File: src/rtl/i2c_mem_arbiter.sv
// Arbitrates one single-port register memory between the I2C path and a local port.
// I2C has priority; a starvation counter forces a local grant after STARVE_LIMIT wins.
module i2c_mem_arbiter #(
   parameter int ADDR_W       = 8,
   parameter int DATA_W       = 8,
   parameter int STARVE_LIMIT = 4
) (
   input  logic              i_clk,
   input  logic              i_rst_n,
   input  logic              i_i2c_req,
   input  logic              i_i2c_we,
   input  logic [ADDR_W-1:0] i_i2c_addr,
   input  logic [DATA_W-1:0] i_i2c_wdata,
   output logic              o_i2c_ack,
   output logic [DATA_W-1:0] o_i2c_rdata,
   input  logic              i_loc_req,
   input  logic              i_loc_we,
   input  logic [ADDR_W-1:0] i_loc_addr,
   input  logic [DATA_W-1:0] i_loc_wdata,
   output logic              o_loc_ack,
   output logic [DATA_W-1:0] o_loc_rdata,
   output logic              o_mem_en,
   output logic              o_mem_we,
   output logic [ADDR_W-1:0] o_mem_addr,
   output logic [DATA_W-1:0] o_mem_wdata,
   input  logic [DATA_W-1:0] i_mem_rdata,
   output logic              o_hold_clock_low
);

   localparam logic [2:0] S_IDLE = 3'd0;
   localparam logic [2:0] S_IGNT = 3'd1;
   localparam logic [2:0] S_ICAP = 3'd2;
   localparam logic [2:0] S_IACK = 3'd3;
   localparam logic [2:0] S_LGNT = 3'd4;
   localparam logic [2:0] S_LCAP = 3'd5;
   localparam logic [2:0] S_LACK = 3'd6;

   localparam int CW = $clog2(STARVE_LIMIT + 1);
   localparam logic [CW-1:0] SLIM = CW'(STARVE_LIMIT);

   logic [2:0]        r_state;
   logic [CW-1:0]     r_starve;
   logic              r_acc_we;
   logic              r_i2c_ack;
   logic              r_loc_ack;
   logic [DATA_W-1:0] r_i2c_rdata;
   logic [DATA_W-1:0] r_loc_rdata;
   logic              r_mem_en;
   logic              r_mem_we;
   logic [ADDR_W-1:0] r_mem_addr;
   logic [DATA_W-1:0] r_mem_wdata;
   logic              r_hold;

   logic [2:0] w_next;
   logic       w_igrant;
   logic       w_lgrant;
   logic       w_lside;

   always_comb begin
      w_next = S_IDLE;
      case (r_state)
         S_IDLE: begin
            if (i_i2c_req && (!i_loc_req || r_starve != SLIM))
               w_next = S_IGNT;
            else if (i_loc_req)
               w_next = S_LGNT;
            else
               w_next = S_IDLE;
         end
         S_IGNT:  w_next = S_ICAP;
         S_ICAP:  w_next = S_IACK;
         S_IACK:  w_next = S_IDLE;
         S_LGNT:  w_next = S_LCAP;
         S_LCAP:  w_next = S_LACK;
         S_LACK:  w_next = S_IDLE;
         default: w_next = S_IDLE;
      endcase
   end

   assign w_igrant = (r_state == S_IDLE) && (w_next == S_IGNT);
   assign w_lgrant = (r_state == S_IDLE) && (w_next == S_LGNT);
   assign w_lside  = (w_next == S_LGNT) || (w_next == S_LCAP) ||
                     (w_next == S_LACK);

   always_ff @(posedge i_clk or negedge i_rst_n) begin
      if (!i_rst_n) begin
         r_state     <= S_IDLE;
         r_starve    <= '0;
         r_acc_we    <= 1'b0;
         r_i2c_ack   <= 1'b0;
         r_loc_ack   <= 1'b0;
         r_i2c_rdata <= '0;
         r_loc_rdata <= '0;
         r_mem_en    <= 1'b0;
         r_mem_we    <= 1'b0;
         r_mem_addr  <= '0;
         r_mem_wdata <= '0;
         r_hold      <= 1'b0;
      end else begin
         r_state   <= w_next;
         r_mem_en  <= w_igrant || w_lgrant;
         r_mem_we  <= (w_igrant && i_i2c_we) || (w_lgrant && i_loc_we);
         r_i2c_ack <= (w_next == S_IACK);
         r_loc_ack <= (w_next == S_LACK);
         r_hold    <= i_i2c_req && w_lside;
         if (w_igrant) begin
            r_mem_addr  <= i_i2c_addr;
            r_mem_wdata <= i_i2c_wdata;
            r_acc_we    <= i_i2c_we;
            if (!i_loc_req)
               r_starve <= '0;
            else if (r_starve != SLIM)
               r_starve <= r_starve + 1'b1;
         end else if (w_lgrant) begin
            r_mem_addr  <= i_loc_addr;
            r_mem_wdata <= i_loc_wdata;
            r_acc_we    <= i_loc_we;
            r_starve    <= '0;
         end
         // Synchronous-read data is valid only during the capture cycle.
         if (r_state == S_ICAP && !r_acc_we)
            r_i2c_rdata <= i_mem_rdata;
         if (r_state == S_LCAP && !r_acc_we)
            r_loc_rdata <= i_mem_rdata;
      end
   end

   assign o_i2c_ack        = r_i2c_ack;
   assign o_i2c_rdata      = r_i2c_rdata;
   assign o_loc_ack        = r_loc_ack;
   assign o_loc_rdata      = r_loc_rdata;
   assign o_mem_en         = r_mem_en;
   assign o_mem_we         = r_mem_we;
   assign o_mem_addr       = r_mem_addr;
   assign o_mem_wdata      = r_mem_wdata;
   assign o_hold_clock_low = r_hold;

endmodule
File: config.mk
export PLATFORM = sky130hd
export DESIGN_NAME = i2c_mem_arbiter
export DESIGN_NICKNAME = d
export VERILOG_FILES = /design/src/rtl/i2c_mem_arbiter.sv
export SDC_FILE = /design/constraint.sdc
export NUM_CORES = 1
export LEC_CHECK = 0
export CORE_MARGIN = 8
export CORE_UTILIZATION = 46
export CTS_BUF_LIST = sky130_fd_sc_hd__clkbuf_2
export DETAILED_ROUTE_END_ITERATION = 10
export PLACE_DENSITY = 0.87
export SLEW_MARGIN = 30
export SYNTH_ARGS = -nofsm -noshare
export SYNTH_HDL_FRONTEND = slang
export SYNTH_SLANG_ARGS = --single-unit
File: constraint.sdc
create_clock -name i_clk -period 4.8 [get_ports i_clk]
set_clock_uncertainty 0.05 [all_clocks]
set_input_delay 0.48 -clock i_clk [delete_from_list [all_inputs] [get_ports i_clk]]
set_output_delay 0.48 -clock i_clk [all_outputs]
set_load 0.03 [all_outputs]
### Word-level counts from Yosys, hierarchy flattened

Cells that the tools add are included.

* register bits: 44
* output and inout port bits: 37
* word-level logic and storage cells: 55

* $add $sub $neg: 1
* eq/ne operators: 11
* multiplexer cells: 13
* reductions and logical operators: 18

Operators by type and width (number)
* two-way mux 8 bit: 4
* two-way mux 3 bit: 6
* == test 3 bit, second input constant: 5
* case mux 3 bit (5 select lines): 1
* logical AND 1 bit: 8
* == test 3 x 1 -> 1 bit, second input constant: 2
* == test 3 x 2 -> 1 bit, second input constant: 2
* logical OR 1 bit: 5
* adder 3 x 1 -> 3 bit, second input constant: 1
* zero test 3 bit: 1
* != test 3 x 2 -> 1 bit, second input constant: 1
* != test 3 bit, second input constant: 1
* zero test 1 bit: 2
* two-way mux 1 bit: 2
* AND reduction 2 bit: 1
* nonzero test 2 bit: 1

### Logic depth before layout (Yosys ltp)

* depth in word-level cells: 9
* gate-level depth with buffers: 7

### Worst setup path before layout

OpenSTA, ideal clock, no wires.

* path type: register -> register
* from: register r_starve[0]
* to: register r_mem_addr[1], in the netlist o_mem_addr[1]
* setup time: 0.126 ns
* arrival: 1.438 ns
* path slack: 3.186 ns
* stages on the path, launching flop included: 7
* path buffers: 1
* period minus slack after synthesis: 1.614 ns
* path through: dfrtp_1 > inv_1 > ha_1 > a21bo_2 > clkbuf_1 > and3_1 > a221o_1

* word-level cells in the longest chain between the ends: 8
* elaborated cells between the ends (all ways): 11

RTL lines
* start: declaration: line 42 `logic [CW-1:0] r_starve;`
* start signal: assignment: line 113 `r_starve <= r_starve + 1'b1;`
* != test 3 bit (*): line 63 `if (i_i2c_req && (!i_loc_req || r_starve != SLIM))`
* logical OR 1 bit (*): line 63
* logical AND 1 bit (*): line 63
* two-way mux 3 bit (*): line 63
* case mux 3 bit (5 select lines) (*): line 61 `case (r_state)`
* == test 3 x 1 -> 1 bit / == test 3 bit (equally long branches): line 80, 81
* logical AND 1 bit, on equally long branches: line 80, 81
* two-way mux 8 bit / nonzero test 2 bit (equally long branches)
* end signal: assignment: line 107 `r_mem_addr <= i_i2c_addr;`
* end signal: assignment: line 115 `r_mem_addr <= i_loc_addr;`
* end: declaration: line 50 `logic [ADDR_W-1:0] r_mem_addr;`

Every way passes the cells marked *; elsewhere a longest branch is shown, timed or not.
A chain may end at the register's enable or synchronous reset.

### Worst setup path after layout

* from: register r_mem_wdata[0], in the netlist o_mem_wdata[0]
* to: output o_mem_wdata[0]

RTL lines
* start: declaration: line 51 `logic [DATA_W-1:0] r_mem_wdata;`
* start signal: assignment: line 108 `r_mem_wdata <= i_i2c_wdata;`
* start signal: assignment: line 116 `r_mem_wdata <= i_loc_wdata;`
* end: declaration: line 25 `output logic [DATA_W-1:0] o_mem_wdata,`

No word-level cell between the ends.

==> results.md <==
* CP cell instances: clkdlybuf4s50_1
* Core area at 0.00397 mm²
* HP Class: flip-flop to flip-flop
* Final TNS setup at 0 ns
* Vias/cell at ~5.2
* Netlist cell types at 34
* Initial Util at 47.2%
* # setup viols final at 0
* CP Buf/Inv Count at 1
* DRC at 0
* Core Util, Final at 70.1%
* Max incr delay on CP at 0.68 ns
* Top cells by area, synth: dfrtp_1, mux2_1, a221o_1, and3_1, ha_1
* Synth top cells by count: dfrtp_1, and3_1, a221o_1, mux2_1, inv_1
* Synth Instances at ~140
* Pins Over Slew Limit at 0
* Pwr Total at around 1.8 mW
* Total GRT Usage at 14.5%
* CP max stage cell: clkdlybuf4s50_1
* Peak Freq at 491 MHz
* PwrDens at 665 mW/mm²
* Static Leakage at 1.27 nW
* Clk_lat worst skew at approximately 0.41 ns
* Reg clk slew, reported paths at between 0.2 and 0.25 ns
* Syn Nets at between 150 and 200
* Die Ht at 79.8 µm
* Crit Path Max Fanout at 2
* H-Tree Depth at 2
* Unrepaired setup endpoints after global routing: no
* 1st-iter DRT viols at 65
* Core Rows at 23
* Ant. Diodes at 0
* Reg2Reg Setup Slack at 2.82 ns
* Req. time, crit path at 4.27 ns
* Ys async rst share at between 90% and 100%
* Seq cells post-synth at between 40 and 50
* GR Overflow Total at 0
* GPL Wtd Cong at 0.775
* Vias in the first global route at about 1,500
* Final WL at 4490 µm
* Area Overhead vs Synth at 48.5%
* Avg WL per Cell at about 17 µm
* Die area at 0.00637 mm²
* Cells after DPL at 262
* Dpl hpwl at 3410 µm
* Largest net degree at the start of global routing at 45
* Top delay family on crit path: buffers and inverters
* Post-CTS Setup Bufs at 0
* Initial antenna violation count at 0
* Post-synth top area cell: dfrtp_1
* Layout cells sized above 1 at 8.60%
* WS Path Type: flip-flop to output port
* Reported max-cap violation count at 0
* Die W at 79.8 µm
* Place WS at 2.68 ns
* Number of enable flip-flop cells after synthesis at 0
* Detail Route Antenna Nets at 0
* Critical Path AT at 1.51 ns
* Via count at 1,414
* Cell area after synthesis at 0.00187 mm²
* I/O Buffers at 82
* Final nets at 268
* Global-route wire length before repair at 7120 µm
* Maximum vdd drop at 0.352 mV
* DR pass1 iterations at 5
* Yosys warning total at 0
* Startpoint types: flip-flop
* CTS root buf: clkbuf_2
* Period utilization at 42.4%
* Top FF cell, synth: dfrtp_1
* Cts bufs inserted at 5
* CTS tree: built
* Status: complete, no violations
* Post-route setup slack at 2.76 ns
* Final min period at 2.04 ns
* Synthesized area per cell at ~14 µm²
* Sequential area share after synthesis at 58.7%
* Slew margin rel. at 48.6%
* Fin. Hold Viols at 0
* Clock tree sinks at 44
* Crit end category: output port
* Slew @ Worst Pin at 0.770 ns
* Synth top area share at 58.7%
* IO Pins at 83
* Most frequent cell after synthesis: dfrtp_1
* Post-Layout Cell Count at roughly 270
* Longest Clk Path Bufs at 2
==> final cells by class <==
cell class	instances	area, µm²
multi-input cells	79	692
clock inverters	2	35.0
flip-flops and latches	44	1100
repair buffers	85	843
clock buffers	6	30.0
fillers	331	1190
well taps	50	62.6
inverters	5	18.8
==> kinds of logic after synthesis <==
group / after synthesis / share of synthesized area, %
compound gates: 29 / 14.2
fa+ha+maj: 2 / 1.33
buf+inv: 14 / 4.34
flops: 44 / 58.7
mux: 16 / 9.61
simple gates: 32 / 11.8
==> stage by stage <==
step                hold slack, ns  instance area [µm²]
floorplan                    0.134                 1870
global placement             0.416                 2710
detailed placement           0.426                 2710
CTS                          0.110                 2770
global route                 0.481                 2780
finish                       0.457                 2780
==> path summary, 6_finish.rpt <==
check,endpoint,cells past startpoint,from
worst min register to register,o_loc_rdata[1]$_DFFE_PN0P_,1,o_loc_rdata[1]$_DFFE_PN0P_
worst max register to register,o_loc_rdata[4]$_DFFE_PN0P_,3,r_state[2]$_DFF_PN0_
worst min-delay path,o_loc_rdata[1]$_DFFE_PN0P_,1,o_loc_rdata[1]$_DFFE_PN0P_
worst max-delay path,o_mem_wdata[0],1,o_mem_wdata[0]$_DFFE_PN0P_
max in group asynchronous,r_state[1]$_DFF_PN0_,2,i_rst_n
min in group asynchronous,r_state[0]$_DFF_PN0_,2,i_rst_n
==> timing repair <==
item | 4_1_cts | 5_1_grt
hold buffers | 0 | 1
endpoints found under the hold margin | 0 | 37
resized for setup | 0 | 0
==> where the power goes <==
group | switching [mW] | total [mW] | leakage, nW | internal [mW]
clock network | 0.111 | 0.201 | 0.0430 | 0.0896
registers | 0.122 | 0.662 | 0.549 | 0.540
logic | 0.525 | 0.987 | 0.683 | 0.462
==> sequential cells by signal, summed over array words and instances (netlist names) <==
register / cells
r_acc_we: 1
o_loc_ack: 1
o_mem_we: 1
o_mem_wdata: 8
o_loc_rdata: 8
o_mem_addr: 8
o_i2c_ack: 1
r_state: 3
r_starve: 3
o_hold_clock_low: 1
o_i2c_rdata: 8
o_mem_en: 1
==> layer usage <==
layer / GRT usage [%] / up-vias / share of wire [%]
li1: - / 682 / -
met1: 16.3 / 649 / 42
met2: 22.3 / 73 / 45
met3: 6.53 / 10 / 11
met4: 8.36 / 0 / 2.2
met5: 0 / - / 0
==> placed cells by master (no fill, tap or decap) <==
master and instances:
buf_4 3, a221o_2 1, nor4b_2 1, a221o_1 16
a22o_1 1, nor2_8 1, a21bo_2 1, nor3b_1 1
nor2_1 3, dlygate4sd3_1 1, bufinv_16 1, o21ai_0 1
nand2_1 2, nand3_1 1, o21ai_1 1, a32o_1 1
inv_1 5, or3b_4 1, dfrtp_1 44, ha_1 2
a22o_2 1, and3b_1 1, clkinv_2 1, nor3_2 1
clkbuf_2 6, and3_1 18, a211oi_1 2, mux2_1 16
o21a_1 1, nor2b_1 2, o2bb2ai_1 1, clkdlybuf4s50_1 81
a21o_2 1, a21oi_1 1
Power figures use the tool's default switching activity.
